$ cat config.mk
export PLATFORM = sky130hd
export DESIGN_NAME = fetch_pc_sel_flat
export DESIGN_NICKNAME = d
export VERILOG_FILES = /design/src/rtl/fetch_pc_sel_pkg.sv /design/src/rtl/fetch_pc_sel_if.sv /design/src/rtl/fetch_pc_sel_pc_predict.sv /design/src/rtl/fetch_pc_sel.sv /design/src/flat_wrapper.sv
export SDC_FILE = /design/constraint.sdc
export NUM_CORES = 1
export LEC_CHECK = 0
export CAP_MARGIN = 10
export CORE_AREA = 5 5 168 170
export CTS_BUF_LIST = sky130_fd_sc_hd__clkbuf_4 sky130_fd_sc_hd__clkbuf_8
export DETAILED_ROUTE_END_ITERATION = 8
export DIE_AREA = 0 0 173 175
export GPL_TIMING_DRIVEN = 0
export MAX_ROUTING_LAYER = met4
export PLACE_DENSITY = 0.62
export SLEW_MARGIN = 20
export SYNTH_ARGS = -nofsm -noshare
export SYNTH_HDL_FRONTEND = slang
export SYNTH_SLANG_ARGS = --single-unit
$ cat constraint.sdc
create_clock -name clk -period 1.72 [get_ports clk]
set_input_delay 0.172 -clock clk [delete_from_list [all_inputs] [get_ports clk]]
set_output_delay 0.172 -clock clk [all_outputs]
set_load 0.02 [all_outputs]
$ cat src/rtl/fetch_pc_sel_pkg.sv
// Shared Y86 fetch definitions: opcode constants, fetch FSM encoding, address type.
// Latency: none (types/constants only). Backpressure: not applicable.
package fetch_pc_sel_pkg;

    localparam logic [3:0] Y86_HALT = 4'h0;
    localparam logic [3:0] Y86_NOP  = 4'h1;
    localparam logic [3:0] Y86_JXX  = 4'h7;
    localparam logic [3:0] Y86_CALL = 4'h8;
    localparam logic [3:0] Y86_RET  = 4'h9;

    typedef logic [63:0] addr_t;

    typedef enum logic [1:0] {
        RUN      = 2'd0,
        RET_WAIT = 2'd1,
        HALTED   = 2'd2
    } fetch_state_t;

endpackage

$ cat src/rtl/fetch_pc_sel_if.sv
// Fetch-stage PC selection bus: fetched instruction, M/W feedback and fetch outputs.
// Latency: none (wiring only). Backpressure: F_stall carried from the pipeline control.
interface fetch_pc_sel_if;
    import fetch_pc_sel_pkg::*;

    logic [3:0]  f_icode;
    addr_t       f_valC;
    addr_t       f_valP;
    logic        F_stall;
    logic [3:0]  M_icode;
    logic        M_cnd;
    addr_t       M_valA;
    logic [3:0]  W_icode;
    addr_t       W_valM;
    addr_t       f_pc;
    addr_t       F_predPC;
    logic        f_valid;
    logic        redirect;
    logic [31:0] fetch_count;

    modport master (
        output f_icode, f_valC, f_valP, F_stall,
        output M_icode, M_cnd, M_valA, W_icode, W_valM,
        input  f_pc, F_predPC, f_valid, redirect, fetch_count
    );

    modport slave (
        input  f_icode, f_valC, f_valP, F_stall,
        input  M_icode, M_cnd, M_valA, W_icode, W_valM,
        output f_pc, F_predPC, f_valid, redirect, fetch_count
    );

endinterface

$ cat src/rtl/fetch_pc_sel_pc_predict.sv
// Next-PC predictor: jumps and calls predicted taken to valC, everything else falls through.
// Latency: combinational. Backpressure: none.
module fetch_pc_sel_pc_predict
    import fetch_pc_sel_pkg::*;
#(
    parameter logic [3:0] ICODE_JXX  = Y86_JXX,
    parameter logic [3:0] ICODE_CALL = Y86_CALL
) (
    input  logic [3:0] i_icode,
    input  addr_t      i_valC,
    input  addr_t      i_valP,
    output addr_t      o_pred_pc
);

    always_comb begin
        o_pred_pc = i_valP;
        if ((i_icode == ICODE_JXX) || (i_icode == ICODE_CALL)) begin
            o_pred_pc = i_valC;
        end
    end

endmodule

$ cat src/rtl/fetch_pc_sel.sv
// Y86 fetch PC select: picks f_pc from mispredict/return/prediction, tracks RET and HALT bubbles.
// Latency: f_pc combinational, F_predPC one edge. Backpressure: F_stall holds unless redirected.
module fetch_pc_sel
    import fetch_pc_sel_pkg::*;
#(
    parameter logic [3:0] ICODE_HALT = Y86_HALT,
    parameter logic [3:0] ICODE_JXX  = Y86_JXX,
    parameter logic [3:0] ICODE_CALL = Y86_CALL,
    parameter logic [3:0] ICODE_RET  = Y86_RET
) (
    input  logic           clk,
    input  logic           reset,
    fetch_pc_sel_if.slave  bus
);

    fetch_state_t r_state;
    fetch_state_t w_state_nxt;
    addr_t        r_pred_pc;
    addr_t        w_pred_nxt_pc;
    addr_t        w_f_pc;
    logic [31:0]  r_fetch_count;
    logic         w_mispredict;
    logic         w_ret_done;
    logic         w_redirect;
    logic         w_fetch_active;
    logic         w_advance;

    fetch_pc_sel_pc_predict #(
        .ICODE_JXX  (ICODE_JXX),
        .ICODE_CALL (ICODE_CALL)
    ) u_pc_predict (
        .i_icode   (bus.f_icode),
        .i_valC    (bus.f_valC),
        .i_valP    (bus.f_valP),
        .o_pred_pc (w_pred_nxt_pc)
    );

    always_comb begin
        w_mispredict   = (bus.M_icode == ICODE_JXX) && !bus.M_cnd;
        w_ret_done     = (bus.W_icode == ICODE_RET);
        w_redirect     = w_mispredict || w_ret_done;
        w_f_pc         = r_pred_pc;
        if (w_mispredict) begin
            w_f_pc = bus.M_valA;
        end else if (w_ret_done) begin
            w_f_pc = bus.W_valM;
        end
        // A mispredict squashes whatever bubble state we are in and fetches like RUN.
        w_fetch_active = w_mispredict || (r_state == RUN) ||
                         ((r_state == RET_WAIT) && w_ret_done);
        w_advance      = w_fetch_active && (!bus.F_stall || w_redirect);
        w_state_nxt    = r_state;
        if (w_advance) begin
            if (bus.f_icode == ICODE_RET) begin
                w_state_nxt = RET_WAIT;
            end else if (bus.f_icode == ICODE_HALT) begin
                w_state_nxt = HALTED;
            end else begin
                w_state_nxt = RUN;
            end
        end
    end

    always_ff @(posedge clk) begin
        if (reset) begin
            r_state       <= RUN;
            r_pred_pc     <= '0;
            r_fetch_count <= '0;
        end else begin
            r_state <= w_state_nxt;
            if (w_advance) begin
                r_pred_pc     <= w_pred_nxt_pc;
                r_fetch_count <= r_fetch_count + 32'd1;
            end
        end
    end

    assign bus.f_pc        = w_f_pc;
    assign bus.F_predPC    = r_pred_pc;
    assign bus.f_valid     = w_fetch_active;
    assign bus.redirect    = w_redirect;
    assign bus.fetch_count = r_fetch_count;

endmodule

$ cat src/flat_wrapper.sv
// flat-port wrapper written by rule: the top's interface ports become plain ports
module fetch_pc_sel_flat import fetch_pc_sel_pkg::*;
#(
    parameter logic [3:0] ICODE_HALT = Y86_HALT,
    parameter logic [3:0] ICODE_JXX  = Y86_JXX,
    parameter logic [3:0] ICODE_CALL = Y86_CALL,
    parameter logic [3:0] ICODE_RET  = Y86_RET
)
  (clk, reset, bus_f_icode, bus_f_valC, bus_f_valP, bus_F_stall, bus_M_icode, bus_M_cnd, bus_M_valA, bus_W_icode, bus_W_valM, bus_f_pc, bus_F_predPC, bus_f_valid, bus_redirect, bus_fetch_count);
  fetch_pc_sel_if bus_i ();
  input  logic clk;
  input  logic reset;
  input wire logic [$bits(bus_i.f_icode)-1:0] bus_f_icode;
  input wire logic [$bits(bus_i.f_valC)-1:0] bus_f_valC;
  input wire logic [$bits(bus_i.f_valP)-1:0] bus_f_valP;
  input wire logic [$bits(bus_i.F_stall)-1:0] bus_F_stall;
  input wire logic [$bits(bus_i.M_icode)-1:0] bus_M_icode;
  input wire logic [$bits(bus_i.M_cnd)-1:0] bus_M_cnd;
  input wire logic [$bits(bus_i.M_valA)-1:0] bus_M_valA;
  input wire logic [$bits(bus_i.W_icode)-1:0] bus_W_icode;
  input wire logic [$bits(bus_i.W_valM)-1:0] bus_W_valM;
  output wire logic [$bits(bus_i.f_pc)-1:0] bus_f_pc;
  output wire logic [$bits(bus_i.F_predPC)-1:0] bus_F_predPC;
  output wire logic [$bits(bus_i.f_valid)-1:0] bus_f_valid;
  output wire logic [$bits(bus_i.redirect)-1:0] bus_redirect;
  output wire logic [$bits(bus_i.fetch_count)-1:0] bus_fetch_count;
  assign bus_i.f_icode = bus_f_icode;
  assign bus_i.f_valC = bus_f_valC;
  assign bus_i.f_valP = bus_f_valP;
  assign bus_i.F_stall = bus_F_stall;
  assign bus_i.M_icode = bus_M_icode;
  assign bus_i.M_cnd = bus_M_cnd;
  assign bus_i.M_valA = bus_M_valA;
  assign bus_i.W_icode = bus_W_icode;
  assign bus_i.W_valM = bus_W_valM;
  assign bus_f_pc = bus_i.f_pc;
  assign bus_F_predPC = bus_i.F_predPC;
  assign bus_f_valid = bus_i.f_valid;
  assign bus_redirect = bus_i.redirect;
  assign bus_fetch_count = bus_i.fetch_count;
  fetch_pc_sel #(.ICODE_HALT(ICODE_HALT), .ICODE_JXX(ICODE_JXX), .ICODE_CALL(ICODE_CALL), .ICODE_RET(ICODE_RET)) u_core (.clk(clk), .reset(reset), .bus(bus_i));
endmodule
## Word level (Yosys, flattened, before mapping)

Index checks and enable logic that the tools add are counted.

- Muxes and demuxes: 5
- Equality and inequality tests: 6
- Add/sub/neg operators: 1
- Reductions and logical operators: 12

Operators by type and width:

| cell | number |
|---|---|
| $mux W64 | 3 |
| $add A32 B1 Y32 const B | 1 |
| $eq A4 B4 Y1 const B | 3 |
| $eq A4 B3 Y1 const B | 2 |
| $logic_or A1 B1 Y1 | 5 |
| $logic_not A4 Y1 | 1 |
| $mux W2 | 2 |
| $logic_and A1 B1 Y1 | 3 |
| $eq A2 B1 Y1 const B | 1 |
| $logic_not A1 Y1 | 2 |
| $logic_not A2 Y1 | 1 |

- Bits of input ports: 272
- Bits in registers: 98
- Output and inout port bits: 162
- Logic and storage cells: 27

## Longest topological paths before layout

- Depth in word-level cells: 5
- Gate-level depth with buffers: 8
- Depth with buffers taken out: 5

## By module

From an unflattened synthesis, not the netlist that was laid out.

- Cell total of the unflattened synthesis: 1200
- Area, all modules: 9162.5 um2

By module, submodules not included:

| module | times used | sequential area each (um2) | area each (um2) | cells an instance |
|---|---|---|---|---|
| fetch_pc_sel | 1 | 1961.9 | 5875.6 | 750 |
| fetch_pc_sel_pc_predict | 1 | 0.0 | 3286.9 | 450 |

## Worst setup path before layout

Ideal clock, no wire load.

- Path type: register to register
- Start: register u_core.r_fetch_count[12] (netlist: u_core.bus.fetch_count[12])
- End: register u_core.r_fetch_count[22] (netlist: u_core.bus.fetch_count[22])
- Clock period less this slack: 2.097 ns
- Library setup time: 0.070 ns
- Path slack: -0.377 ns
- Cell stages (with the launch flop): 7
- Arrival: 2.028 ns
- Required time: 1.650 ns
- Cell sequence: dfxtp_1 -> and4_4 -> nand3_2 -> or4_4 -> buf_6 -> or4_1 -> a21oi_1

- Longest elaborated chain between the ends: 1

Ends and longest elaborated chain:

| what | line | RTL |
|---|---|---|
| from (decl) | fetch_pc_sel.sv:21 | `logic [31:0] r_fetch_count;` |
| from (signal assigned) | fetch_pc_sel.sv:73 | `r_fetch_count <= r_fetch_count + 32'd1;` |
| $add A32 B1 Y32 | fetch_pc_sel.sv:73 |  |

No other way between the ends.
A chain may end at the register's enable or synchronous reset.

## Worst setup path in the final report

- Start: register u_core.r_fetch_count[14] (netlist: u_core.bus.fetch_count[14])
- End: register u_core.r_fetch_count[20] (netlist: u_core.bus.fetch_count[20])

Same word-level chain as after synthesis.

==> out/results.tsv <==
metric	value	unit
worst-path cell chain	and4_4, nand3_4, or4_4, buf_4, or4_4, a21oi_2	
Synth area leader	dfxtp_1	
Post-synth EDFFs	0	
CTS Sinks	98	
final period utilization	1.15	
Leakage	5.27	nW
Final Hold Vio Count	0	
fmax	0.507	GHz
grt total ovfl	0	
violated checks	negative setup slack	
share of layout cells above drive strength 1	0.349	
CP peak stage delay	0.48	ns
Worst EP arrival	2.29	ns
setup TNS	-5.05	ns
Area contributors post-synth	dfxtp_1 34%, mux2i_1 22%, a211oi_1 8.3%	
post-route cell area	13400	sq um
Seq cells post-synth	98	
top-count cell post-synth	mux2i_1	
unrepaired setup endpoints after global routing	true	
Post-DP Area	10800	sq um
Layout Nets	1491	
depth of the CTS H-tree	3	
Buffers on Ports	433	
top cells by count, synth	129 x mux2i_1, 98 x dfxtp_1, 86 x nor2_1	
slew margin rel.	0.572	
largest net degree at the start of global routing	17	
delay-heaviest family, CP	simple AND/OR/NAND/NOR gates	
Syn Nets	976	
clock-pin slew on the worst setup and hold paths	0.11	ns
Vias	7595	
Tmin final	1.97	ns
die area	30300	sq um
Worst Path Required	2.04	ns
Core Util, Final	0.506	
total CTS buffers	9	
Synth cell types	44	
IO Count	434	
area delta synth->final	132	%
latest clock arrival within the worst-skew pair	0.39	ns
Die Y	175	microns
DR vias/cell	4.85	
# setup viols final	56	
Syn. warnings	0	
Worst-Margin Slew	0.642	ns
synthesized cell area	5790	sq um
WS Path Type	flop to flop	
Die Span X	173	microns
CORE AREA	26600	sq um
worst-path maximum fanout	5	
clock root buffer	clkbuf_8	
WL per Instance	22.2	microns
gpl congestion	0.917	
CP max-delay cell	or4_4	
Pre-Repair DR Iteration Count	4	
sequential share of the synthesized area	0.339	
number of remaining DRC errors	0	
Max Cap Viol	0	
class of the worst hold path	primary input to flop	
CTS tree	done	
fraction of registers with async set or reset after synthesis	0	
syn_area_per_cell	8.23	sq um
final antenna-violating net count	0	
final wirelength	34.7	mm
initial antenna violation count	2	
Pins Over Slew Limit	0	
Initial Util	0.218	
Syn Inst Count	703	
final worst-path setup slack	-0.252	ns
global-route wire length before repair	49.5	mm
DP Worst Slack	-1.70	ns
Critical Path End Type	flop	
Primary FF master, synth	dfxtp_1	
DP Wirelength	25.8	mm
Worst VDD drop	309	uV
number of global-route vias before repair	7944	
status	finished, violations left	
most frequent CP cell	or4_4	
post-synth top area share	0.339	
CP Launch Type	flop	
P per Cell Area	529	nW/um^2
Bufs and invs on worst path	1	
clock skew	0.0162	ns
DR iter-0 viols	337	
Rows	60	
GR Util All Layers	0.222	
Longest Clk Path Bufs	2	
## through the flow
stage / cells / hold WS (ns) / total power [mW]
after global routing: 1566 / 0.411 / 7.39
after CTS: 1551 / 0.364 / 7.01
after global placement: 1477 / 0.466 / 5.09
after detailed placement: 1477 / 0.475 / 5.10
final: 1566 / 0.385 / 7.12
after floorplan: 703 / 0.326 / 3.58
## routing by layer
metal  vias to the layer above  routed length, microns  global-route usage
li1                       3613                       -                   -
met1                      3611                   13900               0.256
met2                       317                   17900               0.390
met3                        54                    1940              0.0478
met4                         0                     978              0.0645
met5                         -                       0                   -
## cell families (layout without fill, tap and decap cells)
| group | Yosys count | in the layout | synth area share |
|---|---|---|---|
| other | 0 | 2 | 0 |
| XOR/XNOR | 10 | 10 | 0.0151 |
| flip-flops | 98 | 98 | 0.339 |
| AND/OR/NAND/NOR | 214 | 214 | 0.168 |
| AO/OA/AOI/OAI | 181 | 181 | 0.198 |
| adder cells (fa/ha/maj) | 1 | 1 | 0.00216 |
| buffers and inverters | 66 | 586 | 0.0471 |
| multiplexers | 133 | 133 | 0.231 |
## worst paths after layout
kind / start / to / slack [ns] / cells after the start
worst max-delay path: u_core.bus.fetch_count[14]$_SDFFE_PP0P_ / u_core.bus.fetch_count[20]$_SDFFE_PP0P_ / -0.25 / 6
worst min-delay path: bus_M_icode[0] / u_core.r_state[1]$_SDFFE_PP0P_ / 0.39 / 4
worst max register to register: u_core.bus.fetch_count[14]$_SDFFE_PP0P_ / u_core.bus.fetch_count[20]$_SDFFE_PP0P_ / -0.25 / 6
worst min register to register: u_core.bus.fetch_count[29]$_SDFFE_PP0P_ / u_core.bus.fetch_count[29]$_SDFFE_PP0P_ / 0.50 / 2
## power breakdown
part	total (mW)	switching, mW	leakage (nW)	internal (mW)
logic	2.90	1.30	4.35	1.61
clock network	1.60	0.902	0.104	0.696
registers	2.61	0.210	0.819	2.40
## worst reg2reg max path, stage by stage, from the launching register on
cell	delay [ns]
dfxtp_4	0.38
and4_4	0.23
nand3_4	0.08
or4_4	0.45
buf_4	0.15
or4_4	0.48
a21oi_2	0.13
## what timing repair did
item	in CTS	in global routing
buffers inserted	46	19
setup endpoints to repair	167	161
gates cloned	14	0
hold buffers	0	0
gates resized for setup	686	149
pin swaps	69	34
## cells in the final DEF, fill, tap and decap left out, types with 7 or more instances in the layout
cell and n:
nand2_1 24, dfxtp_1 78, nand3_1 7, a211oi_1 64
o21ai_4 9, nand4_1 7, buf_4 50, dfxtp_4 8
clkbuf_2 12, mux2i_1 82, nor2_1 83, nand2_4 42
xor2_1 9, clkbuf_1 11, nand2_2 10, dlymetal6s2s_1 12
mux2i_4 35, buf_6 81, clkbuf_16 12, clkbuf_8 12
dlygate4sd2_1 7, dfxtp_2 12, clkdlybuf4s50_1 340, mux2i_2 12
o21ai_0 9, o21ai_2 50, a21oi_1 13, buf_12 18
## cell type report
class                   instances  area, sq um
repair buffers                506         5320
inverters                       5         18.8
diodes                          2         5.00
well taps                     341          427
fillers                      2448        13100
clock inverters                 6         66.3
plain buffers                  59          649
flip-flops and latches         98         2010
clock buffers                  10          131
multi-input cells             539         4830
## state kept, by name (all words and copies together) (netlist names)
register,flops
u_core.bus.F_predPC,64
u_core.r_state,2
u_core.bus.fetch_count,32
Power figures use the tool's default switching activity.
